## src/rtl/rtc_pkg.sv

```systemverilog
// Shared types and helpers for the RTC timekeeping controller.
package rtc_pkg;

  // Controller modes: counting, divider resync, and frozen.
  typedef enum logic [1:0] {
    RUN  = 2'd0,
    SYNC = 2'd1,
    HALT = 2'd2
  } rtc_state_e;

  // Highest legal BCD value of each time field.
  localparam logic [7:0] SEC_MAX  = 8'h59;
  localparam logic [7:0] MIN_MAX  = 8'h59;
  localparam logic [7:0] HOUR_MAX = 8'h23;

  // Packed time of day, hour in the top byte so it lines up with alarm_time.
  typedef struct packed {
    logic [7:0] hour;
    logic [7:0] min;
    logic [7:0] sec;
  } rtc_time_t;

  // Both digits must be decimal and the value must not exceed the field limit.
  // With two valid digits, BCD ordering equals binary ordering, so a plain
  // compare against the limit is enough.
  function automatic logic bcd_valid(input logic [7:0] val, input logic [7:0] limit);
    return (val[3:0] <= 4'd9) && (val[7:4] <= 4'd9) && (val <= limit);
  endfunction

endpackage

```

## src/rtl/rtc_bcd_wrap.sv

```systemverilog
// Two-digit BCD counter that wraps to 00 after LIMIT and reports the carry.
module rtc_bcd_wrap #(
  parameter logic [7:0] LIMIT = 8'h59
) (
  input  logic       clk,
  input  logic       rst,
  input  logic       inc,
  input  logic       load,
  input  logic [7:0] load_val,
  output logic [7:0] value,
  output logic       wrap
);

  logic [7:0] value_q, value_d;
  logic       at_limit;

  assign at_limit = (value_q == LIMIT);
  // A load always wins, so a carry is only reported for a real increment.
  assign wrap     = inc && !load && at_limit;
  assign value    = value_q;

  // Next value: load, or BCD increment with units->tens carry and wrap at LIMIT.
  always_comb begin
    value_d = value_q;
    if (load) begin
      value_d = load_val;
    end else if (inc) begin
      if (at_limit) begin
        value_d = 8'h00;
      end else if (value_q[3:0] == 4'd9) begin
        value_d = {value_q[7:4] + 4'd1, 4'd0};
      end else begin
        value_d = {value_q[7:4], value_q[3:0] + 4'd1};
      end
    end
  end

  // Counter register.
  always_ff @(posedge clk) begin
    if (rst) value_q <= 8'h00;
    else     value_q <= value_d;
  end

endmodule

```

## src/rtl/rtc_time_ctrl.sv

```systemverilog
// 24 h BCD timekeeping controller fed by the 1 Hz divider. Sequences the
// divider reset so the sub-second phase restarts after reset, every time set
// and every resume from hold; provides a set handshake and a sticky alarm.
module rtc_time_ctrl
  import rtc_pkg::*;
#(
  parameter int unsigned DIV_RST_CYCLES   = 4,
  parameter bit          ALARM_EN_DEFAULT = 1'b0
) (
  input  logic        clk,
  input  logic        rst,
  input  logic        tick_1hz,
  output logic        div_rst,
  input  logic        hold,
  input  logic        set_req,
  input  logic [7:0]  set_hour,
  input  logic [7:0]  set_min,
  input  logic [7:0]  set_sec,
  output logic        set_ack,
  output logic        set_err,
  output logic [7:0]  hour,
  output logic [7:0]  min,
  output logic [7:0]  sec,
  output logic        sec_pulse,
  output logic        min_pulse,
  output logic        hour_pulse,
  output logic        day_pulse,
  input  logic        alarm_en,
  input  logic [23:0] alarm_time,
  input  logic        alarm_clr,
  output logic        alarm_irq
);

  localparam logic [7:0] DIV_LOAD = DIV_RST_CYCLES[7:0];

  rtc_state_e state_q, state_d;
  logic [7:0] cnt_q, cnt_d;
  logic       armed_q, armed_d;
  logic       ack_pend_q, ack_pend_d;
  logic       set_ack_q, set_ack_d;
  logic       set_err_q, set_err_d;
  logic       div_rst_q, div_rst_d;
  logic       sec_pulse_q, sec_pulse_d;
  logic       min_pulse_q, min_pulse_d;
  logic       hour_pulse_q, hour_pulse_d;
  logic       day_pulse_q, day_pulse_d;
  logic       chg_q, chg_d;
  logic       alarm_armed_q, alarm_armed_d;
  logic       alarm_irq_q, alarm_irq_d;

  logic       set_fire, set_ok, set_bad, tick_adv;
  logic       sec_wrap, min_wrap, hour_wrap;
  logic [7:0] sec_val, min_val, hour_val;
  rtc_time_t  cur;

  // Qualify the host request and the incoming tick for this cycle.
  always_comb begin
    set_fire = set_req && armed_q && (state_q != SYNC);
    set_ok   = set_fire && bcd_valid(set_hour, HOUR_MAX)
                        && bcd_valid(set_min, MIN_MAX)
                        && bcd_valid(set_sec, SEC_MAX);
    set_bad  = set_fire && !set_ok;
    // hold and an accepted load both swallow the tick.
    tick_adv = tick_1hz && (state_q == RUN) && !hold && !set_ok;
  end

  // Seconds -> minutes -> hours carry chain.
  rtc_bcd_wrap #(.LIMIT(SEC_MAX)) u_sec (
    .clk(clk), .rst(rst), .inc(tick_adv), .load(set_ok), .load_val(set_sec),
    .value(sec_val), .wrap(sec_wrap)
  );

  rtc_bcd_wrap #(.LIMIT(MIN_MAX)) u_min (
    .clk(clk), .rst(rst), .inc(sec_wrap), .load(set_ok), .load_val(set_min),
    .value(min_val), .wrap(min_wrap)
  );

  rtc_bcd_wrap #(.LIMIT(HOUR_MAX)) u_hour (
    .clk(clk), .rst(rst), .inc(min_wrap), .load(set_ok), .load_val(set_hour),
    .value(hour_val), .wrap(hour_wrap)
  );

  assign cur  = '{hour: hour_val, min: min_val, sec: sec_val};
  assign hour = hour_val;
  assign min  = min_val;
  assign sec  = sec_val;

  // Mode sequencing, set handshake and the divider reset request.
  always_comb begin
    state_d    = state_q;
    cnt_d      = cnt_q;
    ack_pend_d = ack_pend_q;
    set_ack_d  = set_bad;
    set_err_d  = set_bad;
    unique case (state_q)
      RUN: begin
        if (hold) begin
          // A load taken together with hold skips the resync it would abort.
          state_d = HALT;
          if (set_ok) set_ack_d = 1'b1;
        end else if (set_ok) begin
          state_d    = SYNC;
          cnt_d      = DIV_LOAD;
          ack_pend_d = 1'b1;
        end
      end
      SYNC: begin
        if (hold) begin
          state_d    = HALT;
          set_ack_d  = ack_pend_q;
          ack_pend_d = 1'b0;
        end else if (cnt_q <= 8'd1) begin
          state_d    = RUN;
          set_ack_d  = ack_pend_q;
          ack_pend_d = 1'b0;
        end else begin
          cnt_d = cnt_q - 8'd1;
        end
      end
      HALT: begin
        if (set_ok) set_ack_d = 1'b1;
        if (!hold) begin
          state_d = SYNC;
          cnt_d   = DIV_LOAD;
        end
      end
      default: begin
        state_d = SYNC;
        cnt_d   = DIV_LOAD;
      end
    endcase
    div_rst_d = (state_d != RUN);
    // One accept per assertion: re-arm only once set_req has been seen low.
    if (set_fire)      armed_d = 1'b0;
    else if (!set_req) armed_d = 1'b1;
    else               armed_d = armed_q;
  end

  // Time-change pulses and the alarm; the match is evaluated on the new time
  // one cycle after it is registered.
  always_comb begin
    sec_pulse_d   = tick_adv;
    min_pulse_d   = sec_wrap;
    hour_pulse_d  = min_wrap;
    day_pulse_d   = hour_wrap;
    chg_d         = tick_adv || set_ok;
    alarm_armed_d = alarm_en;
    alarm_irq_d   = (chg_q && alarm_armed_q && (cur == alarm_time))
                 || (alarm_irq_q && !alarm_clr);
  end

  // Control and output registers.
  always_ff @(posedge clk) begin
    if (rst) begin
      state_q       <= SYNC;
      cnt_q         <= DIV_LOAD;
      armed_q       <= 1'b1;
      ack_pend_q    <= 1'b0;
      set_ack_q     <= 1'b0;
      set_err_q     <= 1'b0;
      div_rst_q     <= 1'b1;
      sec_pulse_q   <= 1'b0;
      min_pulse_q   <= 1'b0;
      hour_pulse_q  <= 1'b0;
      day_pulse_q   <= 1'b0;
      chg_q         <= 1'b0;
      alarm_armed_q <= ALARM_EN_DEFAULT;
      alarm_irq_q   <= 1'b0;
    end else begin
      state_q       <= state_d;
      cnt_q         <= cnt_d;
      armed_q       <= armed_d;
      ack_pend_q    <= ack_pend_d;
      set_ack_q     <= set_ack_d;
      set_err_q     <= set_err_d;
      div_rst_q     <= div_rst_d;
      sec_pulse_q   <= sec_pulse_d;
      min_pulse_q   <= min_pulse_d;
      hour_pulse_q  <= hour_pulse_d;
      day_pulse_q   <= day_pulse_d;
      chg_q         <= chg_d;
      alarm_armed_q <= alarm_armed_d;
      alarm_irq_q   <= alarm_irq_d;
    end
  end

  assign div_rst    = div_rst_q;
  assign set_ack    = set_ack_q;
  assign set_err    = set_err_q;
  assign sec_pulse  = sec_pulse_q;
  assign min_pulse  = min_pulse_q;
  assign hour_pulse = hour_pulse_q;
  assign day_pulse  = day_pulse_q;
  assign alarm_irq  = alarm_irq_q;

endmodule

```

## config.mk

```make
export PLATFORM = sky130hd
export DESIGN_NAME = rtc_time_ctrl
export DESIGN_NICKNAME = d
export VERILOG_FILES = /design/src/rtl/rtc_pkg.sv /design/src/rtl/rtc_bcd_wrap.sv /design/src/rtl/rtc_time_ctrl.sv
export SDC_FILE = /design/constraint.sdc
export NUM_CORES = 1
export LEC_CHECK = 0
export CAP_MARGIN = 20
export CORE_ASPECT_RATIO = 0.8
export CORE_UTILIZATION = 51
export CTS_BUF_LIST = sky130_fd_sc_hd__clkbuf_16
export DETAILED_ROUTE_END_ITERATION = 10
export HOLD_SLACK_MARGIN = 0.02
export PLACE_DENSITY_LB_ADDON = 0.1
export REMOVE_ABC_BUFFERS = 1
export SETUP_SLACK_MARGIN = 0.5
export SLEW_MARGIN = 20
export SYNTH_ARGS = -nofsm -noshare
export SYNTH_HDL_FRONTEND = slang
export SYNTH_SLANG_ARGS = --single-unit
```

## constraint.sdc

```tcl
create_clock -name clk -period 3.5 [get_ports clk]
set_input_delay 0.525 -clock clk [delete_from_list [all_inputs] [get_ports clk]]
set_output_delay 0.525 -clock clk [all_outputs]
set_load 0.01 [all_outputs]
```

# Yosys cells after proc, flatten, opt, wreduce, memory -nomap -nowiden
# Index checks and enable logic that the tools add are counted.
dict set report totals {
  register_bits 46
  in_bits 55
  out_inout_bits 32
  word_cells 133
}
dict set report classes {
  n_addsub 7
  order_cmp 10
  n_eq_ne 17
  mux 36
  reduce_logical 43
}
# cell count
set ops {}
lappend ops {{2-to-1 mux 8 bit} 17}
lappend ops {{adder 4 x 1 -> 4 bit (second input constant)} 6}
lappend ops {{equality test 24 bit} 1}
lappend ops {{<= comparator 4 bit (second input constant)} 6}
lappend ops {{logical AND 1 bit} 24}
lappend ops {{case mux 8 bit (3 select lines)} 1}
lappend ops {{equality test 8 x 7 -> 1 bit (second input constant)} 2}
lappend ops {{<= comparator 8 x 7 -> 1 bit (second input constant)} 2}
lappend ops {{equality test 4 bit (second input constant)} 3}
lappend ops {{2-to-1 mux 1 bit} 10}
lappend ops {{2-to-1 mux 2 bit} 5}
lappend ops {{!= test 2 bit (second input constant)} 5}
lappend ops {{nonzero test 2 bit} 5}
lappend ops {{nonzero test 3 bit} 3}
lappend ops {{equality test 8 x 6 -> 1 bit (second input constant)} 1}
lappend ops {{<= comparator 8 x 1 -> 1 bit (second input constant)} 1}
lappend ops {{<= comparator 8 x 6 -> 1 bit (second input constant)} 1}
lappend ops {{subtractor 8 x 1 -> 8 bit (second input constant)} 1}
lappend ops {{case mux 2 bit (3 select lines)} 1}
lappend ops {{AND reduction 2 bit} 3}
lappend ops {{AND reduction 5 bit} 1}
lappend ops {{!= test 2 x 1 -> 1 bit (second input constant)} 2}
lappend ops {{AND reduction 4 bit} 1}
lappend ops {{logical NOT 1 bit} 3}
lappend ops {{7 further kinds} 8}

# Logic depth before layout (Yosys ltp)
dict set report logic_depth {
  depth_word 14
  ltp_mapped 8
  depth_no_buf 7
}

# Modules after synthesis
# A second synthesis with hierarchy kept.
dict set report unflattened {
  hier_cells 356
  hier_area_um2 2956.6
}
# mod n_inst cells_per_inst area_each_um2 seq_area_each_um2
set by_module_without_submodules {}
lappend by_module_without_submodules {rtc_time_ctrl 1 163 1360.1 440.4}
lappend by_module_without_submodules {{rtc_bcd_wrap (u_min ...)} 2 65 524.3 160.2}
lappend by_module_without_submodules {{rtc_bcd_wrap (u_hour)} 1 63 548.0 160.2}

# Worst setup path before layout
# OpenSTA, ideal clock, no wires.
dict set report synth_timing {
  path_type {in2reg}
  start {input port hold}
  end {register u_hour.value_q[1] (netlist: u_hour.value[1])}
  setup_time_ns 0.091
  arrival_time_ns 2.267
  required_time_ns 3.409
  path_slack_ns 1.142
  cell_stages 6
  n_path_buf 1
  path_cell_list {or4b_4 > buf_6 > nor4b_4 > nand2_4 > or3_1 > a311oi_1}
}
dict set report synth_between {
  elab_chain_cells 8
}
# element line_no
set synth_lines {}
lappend synth_lines {{start: declaration} rtc_time_ctrl.sv:14} ;# input logic hold,
lappend synth_lines {{logical NOT 1 bit} -}
lappend synth_lines {{logical AND 1 bit (2 in series)} rtc_time_ctrl.sv:64} ;# tick_adv = tick_1hz && (state_q == RUN) && !hold && !set_ok;
lappend synth_lines {{logical AND 1 bit (4 in series)} rtc_bcd_wrap.sv:19} ;# assign wrap = inc && !load && at_limit;
lappend synth_lines {{nonzero test 2 bit (no line)} -}
lappend synth_lines {{end signal: assignment} rtc_bcd_wrap.sv:41} ;# else value_q <= value_d;
lappend synth_lines {{end: declaration} rtc_bcd_wrap.sv:14} ;# logic [7:0] value_q, value_d;
# Every way passes these cells.
# A chain may end at the register's enable or synchronous reset.

# Worst setup path in the final report
dict set report layout_timing {
  start {input port hold}
  end {register u_hour.value_q[5] (netlist: u_hour.value[5])}
}
dict set report layout_between {
  elab_chain_cells 9
}
# element line_no
set layout_lines {}
lappend layout_lines {{logical NOT 1 bit} -}
lappend layout_lines {{logical AND 1 bit (2 in series)} rtc_time_ctrl.sv:64}
lappend layout_lines {{logical AND 1 bit (4 in series)} rtc_bcd_wrap.sv:19}
lappend layout_lines {{nonzero test 2 bit (no line)} -}
lappend layout_lines {{AND reduction 2 bit (no line)} -}
# Every way passes these cells.

==> flow_summary.json <==
{
  "synth_top_cell_area_share_pct": 32.9,
  "relSlewSlack_pct": 62.9,
  "die_area_um2": 5780,
  "cap_violations": 0,
  "cts_made_buffers": 5,
  "ir_drop_uv": 286,
  "dp_slack_ns": 0.417,
  "grt_overflow": 0,
  "reg2reg_slack_ns": 1.03,
  "synth_edf_count": 0,
  "clock_path_buffers": 2,
  "synthTopCellsByArea": "dfxtp_1, ha_1, nor2_1, xnor2_1, a211oi_1",
  "rsz0062_at_grt": "no",
  "drc_errors": 6,
  "synth-seq-cells": 46,
  "reg2reg_from": "u_sec.value[4]",
  "synth_top_area_cell": "dfxtp_1",
  "min_path_cells": 2,
  "power_switching_uw": 339,
  "drt_pre_antenna_iters": 11,
  "status": "finished with violations",
  "design_area_um2": 3860,
  "hold_violations": 0,
  "synthFlopType": "dfxtp_1",
  "violations": "design-rule violations",
  "worstRegToRegCells": 6,
  "cts_root_buffer": "clkbuf_16",
  "pwr-share-clk_pct": 35.8,
  "fin_crit_sh_pct": 79.7,
  "place_hpwl_mm": 6.06,
  "gp_congestion": 0.886,
  "synth.avg_cell_area_um2": 8.20,
  "syn_to_final_growth_pct": 38.0,
  "yosysSeqAreaShare_pct": 32.9,
  "syn_inst": 341,
  "grt_pass1_vias": 2517,
  "p_leak_nw": 1.43,
  "setup_violations": 0,
  "die_w_um": 84.8,
  "critPathMaxFanout": 9,
  "p_comb_share_pct": 19.2,
  "diodes": 0,
  "grt_usage_pct": 28.3,
  "num_vias": 2897,
  "synth_warnings": 0,
  "r2r_end": "u_hour.value[5]",
  "start_util_pct": 54.3,
  "grt_pass1_wl_mm": 12.5,
  "path_clk_slew_ns": 0.06,
  "post_drt_wl_per_cell_um": 16.3,
  "ctsHtreeMaxLevel": 2,
  "clk_latency_ns": 0.29,
  "mostFrequentLayoutCell": "clkdlybuf4s50_1",
  "drtIter0Drc": 282,
  "hp-start": "armed_q",
  "routed_via_density": 5.91,
  "drive_gt1_share_pct": 4.44,
  "fin_nets": 496,
  "min_period_ns": 2.79,
  "max_slew.worst_pin.slew_ns": 0.556,
  "io_buffers": 86,
  "cts_setup_buffers": 0,
  "p_seq_share_pct": 45.0,
  "layout_common_cells": "clkdlybuf4s50_1, nor2_1, dfxtp_1, nand2_1, a21oi_1",
  "drv_slew": 0,
  "intPower_uw": 935,
  "clock_skew_ns": 0.00525,
  "cp.arrival_ns": 2.99,
  "die_h_um": 68.2,
  "criticalPathCategory": "primary input to flop",
  "cts_resized": 0,
  "finalPower_mw": 1.27,
  "synth.cell_area_um2": 2800,
  "setup_tns_ns": 0,
  "wl_mm": 7.98,
  "core_area_um2": 5150,
  "yosysUniqueCellTypes": 50,
  "placed_cell_area_um2": 3720,
  "antenna_left": 0,
  "cts_tree": "yes",
  "cts_hold_buf": 0,
  "fill_cells": 375,
  "swShare_pct": 26.6,
  "crit_path_end_kind": "flop",
  "critPathRequiredTime_ns": 3.70,
  "design.portCount": 87,
  "cp-start-kind": "primary input",
  "antenna_found_initial": 0,
  "ys_async_sr_fraction_pct": 0,
  "hp-class": "flop to flop",
  "grt_start_max_net_pins": 33,
  "fmax_mhz": 359,
  "cts.sinks": 46,
  "holdPathEnd": "armed_q",
  "setup_ws_ns": 0.711,
  "rows": 23,
  "p_per_area_nw_per_um2": 330
}
[layer usage]
metal  track usage [%]  part of all wire, %
met5                 0                    0
met4              6.57                 0.76
met3              4.46                  7.6
met2              42.0                   41
met1              42.7                   51
[synthesized netlist by cell type, drive strengths merged (2+ instances only)]
library cell   n
nand2         25
dfxtp         46
nor2b          3
ha            14
a21o           3
or3            6
nand3b         6
o211ai         4
a211oi        12
nor2          46
inv           13
a211o          4
nand2b         5
a21boi         3
xor2           5
nor3          12
a31oi          2
o31ai          3
nor4           5
and3b          4
a311oi         9
buf            3
clkbuf        12
mux2i          7
a21oi         17
nand3         11
o21ai         12
o21a           2
or4            5
xnor2         16
nor4b          2
nand4b         3
nand4          7
[kinds of logic after synthesis]
| logic type | synth area share, % |
|---|---|
| xor gates and xnor gates | 6.58 |
| and+or+nand+nor | 28.2 |
| adders and majority gates | 6.27 |
| AOI/OAI and AO/OA | 19.1 |
| muxes | 2.51 |
| DFF | 32.9 |
| buffers and inverters | 4.43 |
[worst max-delay path by stage]
| stage | start | endpoint | slack (ns) | depth (start not counted) |
|---|---|---|---|---|
| 6_report | hold | u_hour.value[5] | 0.71 | 6 |
| 4_1_cts | hold | u_hour.value[5] | 0.73 | 6 |
| 3_3_place_gp | hold | u_hour.value[1] | 0.51 | 6 |
| 5_1_grt | set_hour[7] | cnt_q[3] | 0.56 | 7 |
| 2_1_floorplan | set_hour[7] | day_pulse | 0.50 | 5 |
| 3_5_place_dp | hold | u_hour.value[5] | 0.42 | 6 |
[flip-flops by register name, summed over array words and instances, names as in the netlist, 2 cells and up]
| register | cells |
|---|---|
| u_min.value | 8 |
| u_hour.value | 8 |
| state_q | 2 |
| u_sec.value | 8 |
| cnt_q | 8 |
[per-stage QoR]
| stage | instances | hold slack (ns) | utilization, % |
|---|---|---|---|
| floorplan | 326 | 0.426 | - |
| global placement | 482 | 0.448 | 72.2 |
| detailed placement | 482 | 0.462 | 72.2 |
| CTS | 490 | 0.477 | 74.9 |
| global route | 490 | 0.487 | 74.9 |
| finish | 490 | 0.478 | 74.9 |
[power by group through the flow]
| stage | clock, mW | combinational [mW] | sequential [mW] |
|---|---|---|---|
| 2_1_floorplan | 0 | 0.115 | 0.579 |
| 3_3_place_gp | 0 | 0.235 | 0.583 |
| 3_5_place_dp | 0 | 0.239 | 0.584 |
| 4_1_cts | 0.459 | 0.242 | 0.572 |
| 5_1_grt | 0.482 | 0.268 | 0.577 |
| 6_report | 0.456 | 0.245 | 0.574 |
[area by class of cell]
cell class / instances / area [µm²] / area share (%)
Clock inverter: 3 / 12.5 / 0.324
Clock buffer: 5 / 125 / 3.24
Timing Repair Buffer: 94 / 921 / 23.9
Tap cell: 62 / 77.6 / 2.01
Sequential cell: 46 / 921 / 23.9
Inverter: 13 / 48.8 / 1.27
Multi-Input combinational cell: 267 / 1750 / 45.4
[worst max-delay path, stage by stage]
cell and delay [ns]:
clkdlybuf4s50_1 0.53, or4b_4 0.61, nor4b_4 0.54, nand2_4 0.14, or3_1 0.38, a311oi_1 0.26
No activity file was read; power rests on OpenSTA's default activity.
